$ cat config.mk
export PLATFORM = sky130hd
export DESIGN_NAME = amiga_daug_dram_ctrl
export DESIGN_NICKNAME = d
export VERILOG_FILES = /design/src/rtl/amiga_daug_dram_ctrl.sv
export SDC_FILE = /design/constraint.sdc
export NUM_CORES = 1
export LEC_CHECK = 0
export ABC_AREA = 1
export CAP_MARGIN = 10
export CORE_MARGIN = 8
export CORE_UTILIZATION = 44
export CTS_CLUSTER_DIAMETER = 40
export DETAILED_ROUTE_END_ITERATION = 7
export PLACE_DENSITY = 0.79
export SYNTH_ARGS = -nofsm -noshare
export SYNTH_HDL_FRONTEND = slang
export SYNTH_SLANG_ARGS = --single-unit
$ cat constraint.sdc
create_clock -name CLK -period 1.4 [get_ports CLK]
set_input_delay 0.28 -clock CLK [delete_from_list [all_inputs] [get_ports CLK]]
set_output_delay 0.28 -clock CLK [all_outputs]
set_load 0.02 [all_outputs]
$ cat src/rtl/amiga_daug_dram_ctrl.sv
// rtl/amiga_daug_dram_ctrl.sv - 68000-bus DRAM controller: banked RAS/CAS, muxed address, CBR refresh, write-protect latch
module amiga_daug_dram_ctrl #(
    parameter int ADDR_W      = 23,
    parameter int ROW_W       = 8,
    parameter int BANK_W      = 1,
    parameter int BASE        = 'h3F,
    parameter int REFRESH_DIV = 64,
    parameter int RAS_CYC     = 2,
    parameter int CAS_CYC     = 2,
    parameter int PRE_CYC     = 2,
    localparam int NBANKS     = 2 ** BANK_W
) (
    input  logic              CLK,
    input  logic              _RST,
    input  logic [ADDR_W:1]   A,
    input  logic              _AS,
    input  logic              _UDS,
    input  logic              _LDS,
    input  logic              _PRW,
    input  logic              WP_SET,
    output logic [ROW_W-1:0]  DRAM_A,
    output logic [NBANKS-1:0] _RAS,
    output logic              _CASU,
    output logic              _CASL,
    output logic              _WE,
    output logic              _DTACK,
    output logic              _DBUF_OE,
    output logic              DBUF_DIR,
    output logic              _WPRO
);
    localparam int TAG_W = ADDR_W - 2 * ROW_W - BANK_W;
    localparam int TMR_W = $clog2(RAS_CYC + CAS_CYC + PRE_CYC + 1);
    localparam int CNT_W = $clog2(REFRESH_DIV);

    typedef enum logic [2:0] {
        S_IDLE, S_ROW, S_COL, S_ACK, S_PRE, S_REF_CAS, S_REF_RAS
    } state_t;

    state_t             state_q, state_d;
    logic [TMR_W-1:0]   tmr_q, tmr_d;
    logic [CNT_W-1:0]   ref_cnt_q, ref_cnt_d;
    logic               ref_pend_q, ref_pend_d;
    logic               wp_q, wp_d;
    logic [ROW_W-1:0]   row_q, row_d, col_q, col_d;
    logic [BANK_W-1:0]  bank_q, bank_d;
    logic               uds_q, uds_d, lds_q, lds_d, prw_q, prw_d;
    logic               inh_q, inh_d;

    logic [TAG_W-1:0]   tag;
    logic               req, ref_tick;
    logic [NBANKS-1:0]  bank_ras;

    assign tag      = A[ADDR_W:2*ROW_W+BANK_W+1];
    assign req      = !_AS && (tag == TAG_W'(BASE)) && (!_UDS || !_LDS);
    assign ref_tick = (ref_cnt_q == '0);
    assign bank_ras = ~(NBANKS'(1) << bank_q);
    assign _WPRO    = ~wp_q;

    always_comb begin
        state_d    = state_q;
        tmr_d      = (tmr_q != '0) ? tmr_q - TMR_W'(1) : '0;
        ref_cnt_d  = ref_tick ? CNT_W'(REFRESH_DIV - 1) : ref_cnt_q - CNT_W'(1);
        // A tick landing while REF_CAS consumes the request still wins, so none is lost.
        ref_pend_d = ref_tick || (ref_pend_q && state_q != S_REF_CAS);
        wp_d       = wp_q || WP_SET;
        row_d      = row_q;
        col_d      = col_q;
        bank_d     = bank_q;
        uds_d      = uds_q;
        lds_d      = lds_q;
        prw_d      = prw_q;
        inh_d      = inh_q;

        DRAM_A     = '0;
        _RAS       = '1;
        _CASU      = 1'b1;
        _CASL      = 1'b1;
        _WE        = 1'b1;
        _DTACK     = 1'b1;
        _DBUF_OE   = 1'b1;
        DBUF_DIR   = 1'b0;

        unique case (state_q)
            S_IDLE: begin
                if (ref_pend_q) begin
                    state_d = S_REF_CAS;
                end else if (req) begin
                    state_d = S_ROW;
                    tmr_d   = TMR_W'(RAS_CYC - 1);
                    col_d   = A[ROW_W:1];
                    row_d   = A[2*ROW_W:ROW_W+1];
                    bank_d  = A[2*ROW_W+BANK_W:2*ROW_W+1];
                    uds_d   = _UDS;
                    lds_d   = _LDS;
                    prw_d   = _PRW;
                    // Protected writes run full timing but never strobe CAS or WE.
                    inh_d   = wp_q && !_PRW;
                end
            end
            S_ROW: begin
                DRAM_A = row_q;
                _RAS   = bank_ras;
                if (tmr_q == '0) begin
                    state_d = S_COL;
                    tmr_d   = TMR_W'(CAS_CYC - 1);
                end
            end
            S_COL, S_ACK: begin
                DRAM_A   = col_q;
                _RAS     = bank_ras;
                _CASU    = uds_q || inh_q;
                _CASL    = lds_q || inh_q;
                _WE      = prw_q || inh_q;
                _DBUF_OE = 1'b0;
                DBUF_DIR = prw_q;
                _DTACK   = (state_q != S_ACK);
                if (state_q == S_COL && tmr_q == '0) begin
                    state_d = S_ACK;
                end else if (state_q == S_ACK && _AS) begin
                    state_d = S_PRE;
                    tmr_d   = TMR_W'(PRE_CYC - 1);
                end
            end
            S_PRE: begin
                if (tmr_q == '0) state_d = S_IDLE;
            end
            S_REF_CAS: begin
                _CASU   = 1'b0;
                _CASL   = 1'b0;
                state_d = S_REF_RAS;
                tmr_d   = TMR_W'(RAS_CYC + CAS_CYC - 1);
            end
            S_REF_RAS: begin
                _RAS  = '0;
                _CASU = 1'b0;
                _CASL = 1'b0;
                if (tmr_q == '0) begin
                    state_d = S_PRE;
                    tmr_d   = TMR_W'(PRE_CYC - 1);
                end
            end
            default: state_d = S_IDLE;
        endcase
    end

    always_ff @(posedge CLK or negedge _RST) begin
        if (!_RST) begin
            state_q    <= S_IDLE;
            tmr_q      <= '0;
            ref_cnt_q  <= CNT_W'(REFRESH_DIV - 1);
            ref_pend_q <= 1'b0;
            wp_q       <= 1'b0;
            row_q      <= '0;
            col_q      <= '0;
            bank_q     <= '0;
            uds_q      <= 1'b1;
            lds_q      <= 1'b1;
            prw_q      <= 1'b1;
            inh_q      <= 1'b0;
        end else begin
            state_q    <= state_d;
            tmr_q      <= tmr_d;
            ref_cnt_q  <= ref_cnt_d;
            ref_pend_q <= ref_pend_d;
            wp_q       <= wp_d;
            row_q      <= row_d;
            col_q      <= col_d;
            bank_q     <= bank_d;
            uds_q      <= uds_d;
            lds_q      <= lds_d;
            prw_q      <= prw_d;
            inh_q      <= inh_d;
        end
    end
endmodule
; After elaboration in Yosys (flattened, before gate mapping)
; Cells that the tools add are included.
[totals]
wordCells = 82
output_inout_bits = 17
register_bits = 35
[classes]
shifts = 1
muxes = 24
bitwise = 3
n_reduce_logical = 26
n_eq_ne = 14
addsub = 2
[op_table]
columns = operator, count
row1 = $mux 3, 13
row2 = $pmux 3 s6, 1
row3 = $pmux 8 s2, 1
row4 = $pmux 3 s4, 1
row5 = $eq 3x3->1 const B, 3
row6 = $ne 3x3->1 const B, 3
row7 = $eq 3x2->1 const B, 2
row8 = $eq 6x6->1 const B, 1
row9 = $logic_and 1x1->1, 6
row10 = $logic_not 3->1, 2
row11 = $logic_not 6->1, 1
row12 = $logic_or 1x1->1, 6
row13 = $mux 6, 1
row14 = $ne 2x2->1 const B, 3
row15 = $reduce_or 2->1, 3
row16 = $sub 6x1->6 const B, 1
row17 = $reduce_and 5->1, 1
row18 = $logic_not 1->1, 4
row19 = $mux 1, 4
row20 = $pmux 1 s2, 2
row21 = $pmux 2 s2, 1
row22 = $eq 3x1->1 const B, 1
row23 = $ne 3x2->1 const B, 1
row24 = $reduce_and 3->1, 1
row25 = 6 further kinds, 7

; Depth between registers and ports, before layout
; Gate-level depths: netlist (run 1).
[logic_depth]
depth_word = 6
depth_mapped = 11
mapped_depth_nobuf = 11

; Worst setup path before layout (run 1)
; OpenSTA, ideal clock, no wires.
[synth_path]
kind = register to output
start = register state_q[1]
end = output _CASL
setup_slack_ns = -0.010
t_required_ns = 1.120
path_buffers = 0
stages_incl_launch_ff = 7
t_arrival_ns = 1.130
cell_sequence = dfrtp_1 -> inv_2 -> nand2_2 -> inv_2 -> nand2_2 -> nand2_2 -> nor2_1
[synth_via]
elab_chain_len = 3
[synth_rtl]
columns = element, line_no
row1 = from (decl), 39  ; state_t state_q, state_d;
row2 = from (signal assigned), 161  ; state_q <= state_d;
row3 = $eq 3x3->1 or $eq 3x2->1 (tied branches), 83  ; unique case (state_q)
row4 = $reduce_or 2->1 (on tied branches), n/a
row5 = $pmux 1 s2 (*), 83
row6 = to (decl), 24  ; output logic _CASL,
; Mark *: on every way between the ends. The rest lies on a longest branch, timed or not.

; Worst setup path in the final report (run 1)
[layout_path]
start = register state_q[1]
end = output DRAM_A[1]
[layout_via]
elab_chain_len = 3
[layout_rtl]
columns = element, line_no
row1 = $eq 3x2->1, 83
row2 = $reduce_or 2->1, 83
row3 = $pmux 8 s2 (*), 83
row4 = to (decl), 21  ; output logic [ROW_W-1:0] DRAM_A,
; Marked as above.

==> results of run 1 <==
-- area by class of cell --
type                            count  area (sq um)  share of cell area
Timing Repair Buffer               83           832               0.278
Multi-Input combinational cell    170           953               0.319
Clock inverter                      3          67.6              0.0226
Sequential cell                    35           890               0.298
Inverter                           26           106              0.0356
Timing Repair inverter              1          5.00             0.00168
Tap cell                           52          65.1              0.0218
Clock buffer                        5          68.8              0.0230
-- flip-flops by register name, indices dropped and copies added, names as in the netlist --
register,flops
col_q,8
row_q,8
ref_cnt_q,6
state_q,3
tmr_q,3
bank_q,1
inh_q,1
lds_q,1
prw_q,1
ref_pend_q,1
uds_q,1
wp_q,1
-- through the flow --
| step | util | power, uW | worst slack (ns) | TNS (ns) | hold slack, ns |
|---|---|---|---|---|---|
| 4_1_cts | 0.685 | 4660 | -0.233 | -5.15 | 0.358 |
| 5_1_grt | 0.701 | 5150 | -0.317 | -9.98 | 0.351 |
| 3_5_place_dp | 0.619 | 3270 | -0.401 | -12.38 | 0.440 |
| 3_3_place_gp | 0.619 | 3250 | -0.357 | -11.81 | 0.438 |
| 6_report | 0.701 | 4890 | -0.256 | -7.03 | 0.348 |
| 2_1_floorplan | - | 2400 | -0.00981 | -0.0196 | -0.0156 |
-- repair_timing --
item                                    4_1_cts  5_1_grt
gates cloned                                  3        1
setup buffers                                 4        0
gates resized for setup                     116       20
endpoints found under the hold margin         0        0
pin swaps                                     9        2
endpoints found under the setup margin       43       44
-- cell families after synthesis --
group / count (synthesis) / synth area share
compound gates: 19 / 0.0735
buf+inv: 35 / 0.0859
flops: 35 / 0.465
fa+ha+maj: 4 / 0.0262
simple gates: 147 / 0.349
-- worst paths after layout --
kind	start	end	slack, ns	depth (start not counted)
worst min-delay path	_RST	col_q[7]	0.35	2
min in group CLK	ref_cnt_q[0]	ref_cnt_q[0]	0.45	1
worst max-delay path	state_q[1]	DRAM_A[1]	-0.26	5
max in group asynchronous	_RST	ref_cnt_q[3]	0.80	2
worst max register to register	state_q[1]	row_q[5]	-0.22	9
worst min register to register	ref_cnt_q[0]	ref_cnt_q[0]	0.45	1
-- metal layers --
layer,share of wire,up-vias,GRT usage,wire length [um]
li1,-,945,-,-
met1,0.39,928,0.187,2170
met2,0.53,54,0.289,2950
met3,0.051,9,0.0481,279
met4,0.021,0,0.0649,114
met5,0,-,0,0
-- layout by cell type, fill, tap and decap left out, types with 4 or more instances in the layout --
master / netlist / routed
nand2_1: 76 / 73
nand3_1: 34 / 33
buf_4: 2 / 30
clkdlybuf4s50_1: 0 / 29
dfrtp_1: 26 / 24
inv_1: 21 / 21
buf_6: 1 / 19
nor2_1: 14 / 9
dfstp_2: 9 / 9
nand2_4: 0 / 7
nor2_2: 3 / 5
a32o_2: 0 / 5
nand2_2: 9 / 5
clkbuf_8: 1 / 5
nor2_4: 1 / 4
o21ai_0: 4 / 4
-- report_power, final --
part           switching (uW)  leakage, uW  internal, uW
sequential                113     0.000440          1140
combinational            1390      0.00110          1140
clock                     390    0.0000644           710
total                    1900      0.00161          2990
==> out/qor.csv, run 1 <==
metric,value,unit
Sink Count,35,
H-tree Lvls,2,
"Seq/Total Area, Yosys",0.465,
crit-path most repeated cell,buf_6,
initial antenna violation count,0,
initial core utilization,0.447,
clock transition at the registers of the reported paths,0.08,ns
setup slack after layout,-0.256,ns
most frequent cell after synthesis,nand2_1,
max_slew headroom,0.835,
Core Box Area,4260,sq um
vias,1936,
status,"complete, but fails checks",
largest net degree at the start of global routing,36,
most common flop cell mapped by yosys,dfrtp_1,
total global-route track usage,0.166,
DP Area,2640,sq um
CP Data Required Time,1.12,ns
drt drc,0,
FILL cells,316,
Worst setup EP type,output port,
CP top delay family,flip-flops,
clk_skew,0.0103,ns
Ys Warns,0,
mean number of vias per cell,5.16,
fraction of registers with async set/reset,1.00,
GRT overflow,0,
post-synth top area cell,dfrtp_1,
Placed Cells,360,
fin crit share,1.18,
average size of a mapped cell,7.95,sq um
routability cong.,0.865,
synthesized net count,274,
layout cells sized above 1,0.347,
slowest CP cell,dfrtp_1,
CTS Hold Bufs,0,
RSZ-0062 raised after global routing,true,
Final HPWL DP,3670,um
final hold vios,0,
Hold/Removal Path Class,primary input to async pin,
Final Critical Period,1.66,ns
Setup CP Type,register to output port,
CTS tree,done,
design area,2990,sq um
max cap viols,0,
Max clock buf depth,2,
DR iter-0 viols,135,
Critical Path AT,1.38,ns
"Cell Count, Final, Fillers Out",375,
vias in the first global route,1943,
"slowest stage delay, CP",0.42,ns
die height,81.8,um
ANT nets after route,0,
chip width,81.8,um
final wirelength,5510,um
Fmax,604,MHz
"EDFF count, synth",0,
post-synth top area share,0.341,
WL/cell,14.7,um
"top cells by count, synth","nand2_1, nand3_1, dfrtp_1, inv_1, nor2_1",
fin nets,356,
std cell rows,24,
CTS Buf Count,5,
count of cell types in the netlist,28,
Yosys reg bits,35,
synthesized area,1910,sq um
CP cell instances,inv_2 > nor2_4 > buf_6 > a32o_2 > buf_6,
antenna fix cells,0,
IO Port Bufs,46,
WP buf/inv,3,
failing checks,setup timing,
first-pass GRT wire length,8660,um
PD cells,1640,nW/um^2
final setup vio count,42,
Ports,47,
largest cells by area after synthesis,"dfrtp_1, nand2_1, dfstp_2, nand3_1, a32o_1",
Worst Setup Start Kind,register,
Pre-antenna DRT Iters,4,
P&R area growth vs syn,56.7,%
Max VDD drop,0.000914,V
clk_lat worst skew,0.30,ns
Leak,0.00161,uW
Mapped Cells,240,
clock root buffer,clkbuf_8,
DIE AREA,6700,sq um
maximum net fanout on the critical path,5,
"Slew Viols, Final",0,
Least-Margin Pin Slew,0.247,ns
(Power assumes the default switching activity.)
==> inputs of run 2 (changes only) <==
Settings changed: REMOVE_ABC_BUFFERS from default to 1.
==> run 2 against run 1 <==
Against the previous run:
- the run still ends with setup timing left
- routed wire length increased by 13%
- largest cell class unchanged
- sequential cell count stayed put
- register-to-register slack worse by 0.04 ns
- non-clock buffer count up 8
- critical path depth stayed put
- count of clock-buffer cells in the layout up 1
- maximum frequency decreased by 1.8%
- power up 7.2%
- critical endpoint is now DRAM_A[0]
- sequential share of layout area fell by 1.0 points
==> out/qor.csv, run 2 (synthesis gave the netlist of run 1 again) <==
metric,value,unit
status,"complete, but fails checks",
failing checks,setup timing,
max cap viols,0,
antenna fix cells,0,
CP Data Required Time,1.12,ns
mean number of vias per cell,5.31,
std cell rows,24,
setup slack after layout,-0.286,ns
Leak,0.00162,uW
IO Port Bufs,46,
CP top delay family,flip-flops,
clock root buffer,clkbuf_8,
Max clock buf depth,2,
met3 WL,400,um
vias in the first global route,2109,
"slowest stage delay, CP",0.44,ns
ANT nets after route,0,
Final Critical Period,1.69,ns
vias,2032,
Switching Fraction,0.398,
Worst Setup Start Kind,register,
fin nets,364,
P&R area growth vs syn,62.5,%
clock network fraction of total power,0.182,
DR iter-0 viols,157,
Ports,47,
Core Box Area,4260,sq um
Largest regs,"col_q: 8 flops, row_q: 8 flops, ref_cnt_q: 6 flops",
Highest Signal Layer,met4,
WL met1,2320,um
CTS Hold Bufs,0,
WL/cell,16.3,um
H-tree Lvls,2,
RSZ-0062 raised after global routing,true,
design area,3100,sq um
Max VDD drop,0.000898,V
"Slew Viols, Final",0,
initial core utilization,0.447,
initial antenna violation count,0,
slowest CP cell,dfrtp_2,
DP Area,2660,sq um
first-pass GRT wire length,9800,um
internal power,3160,uW
total global-route track usage,0.191,
GRT overflow,0,
chip width,81.8,um
switching pwr,2080,uW
Final HPWL DP,3990,um
Setup CP Type,register to output port,
fin crit share,1.20,
CP cell instances,inv_4 > nand2_4 > clkinvlp_4 > a32o_1 > buf_6,
CTS Buf Count,5,
max_slew headroom,0.808,
WL met2,3300,um
final hold vios,0,
final setup vio count,43,
routability cong.,0.871,
drt drc,0,
maximum net fanout on the critical path,4,
Sink Count,35,
Pre-antenna DRT Iters,4,
Comb pwr share,0.575,
most frequent cells in the layout,"nand2_1, buf_4, nand3_1, clkdlybuf4s50_1, dfrtp_1",
share of power burned in registers,0.243,
die height,81.8,um
DIE AREA,6700,sq um
Worst setup EP type,output port,
WP buf/inv,3,
CTS tree,done,
Fmax,593,MHz
Hold/Removal Path Class,primary input to async pin,
clk_lat worst skew,0.30,ns
largest net degree at the start of global routing,36,
fin util,0.727,
PD cells,1690,nW/um^2
"commonest non-fill, non-tap cell in the layout",nand2_1,
final wirelength,6250,um
layout cells sized above 1,0.384,
Least-Margin Pin Slew,0.284,ns
clock transition at the registers of the reported paths,0.08,ns
WHS,0.352,ns
Critical Path AT,1.41,ns
clk_skew,0.0121,ns
[run 2: final cells by class]
type	count	area, sq um
Multi-Input combinational cell	170	993
Fill cell	282	1160
Inverter	26	106
Clock buffer	6	82.6
Tap cell	52	65.1
Clock inverter	2	35.0
Timing Repair Buffer	91	918
Sequential cell	35	891
Timing Repair inverter	1	7.51
[run 2: power by group through the flow]
stage          sequential (uW)  clock, uW  combinational, uW
2_1_floorplan             1270          0               1030
3_3_place_gp              1250          0               2070
3_5_place_dp              1250          0               2140
4_1_cts                   1250        961               2670
5_1_grt                   1290       1020               3180
6_report                  1270        954               3010
[run 2: routing by layer]
metal	up-vias	GRT usage
met5	-	0
met4	0	0.109
met3	20	0.0449
met2	76	0.324
met1	982	0.214
li1	954	-
[run 2: timing repair]
action                     CTS  global route
setup endpoints to repair   42            44
resized for setup          126            23
gates cloned                 3             0
pin swaps                    9            11
buffers inserted             5             5
[run 2: through the flow]
step                std cells  setup TNS [ns]  power (uW)  setup slack [ns]
floorplan                 231           -4.13        2300            -0.234
finish                    383           -8.85        5240            -0.286
CTS                       380           -7.12        4880            -0.270
detailed placement        365          -12.40        3390            -0.410
global placement          365          -11.79        3320            -0.381
global route              383          -11.18        5490            -0.373
[run 2: final timing paths]
kind	from	to	slack, ns	depth (start not counted)
min in group CLK	ref_cnt_q[0]	ref_cnt_q[0]	0.45	1
worst max register to register	state_q[1]	col_q[7]	-0.26	9
worst max-delay path	state_q[1]	DRAM_A[0]	-0.29	5
worst min register to register	ref_cnt_q[0]	ref_cnt_q[0]	0.45	1
worst min-delay path	_RST	state_q[2]	0.35	2
max in group asynchronous	_RST	prw_q	0.79	2
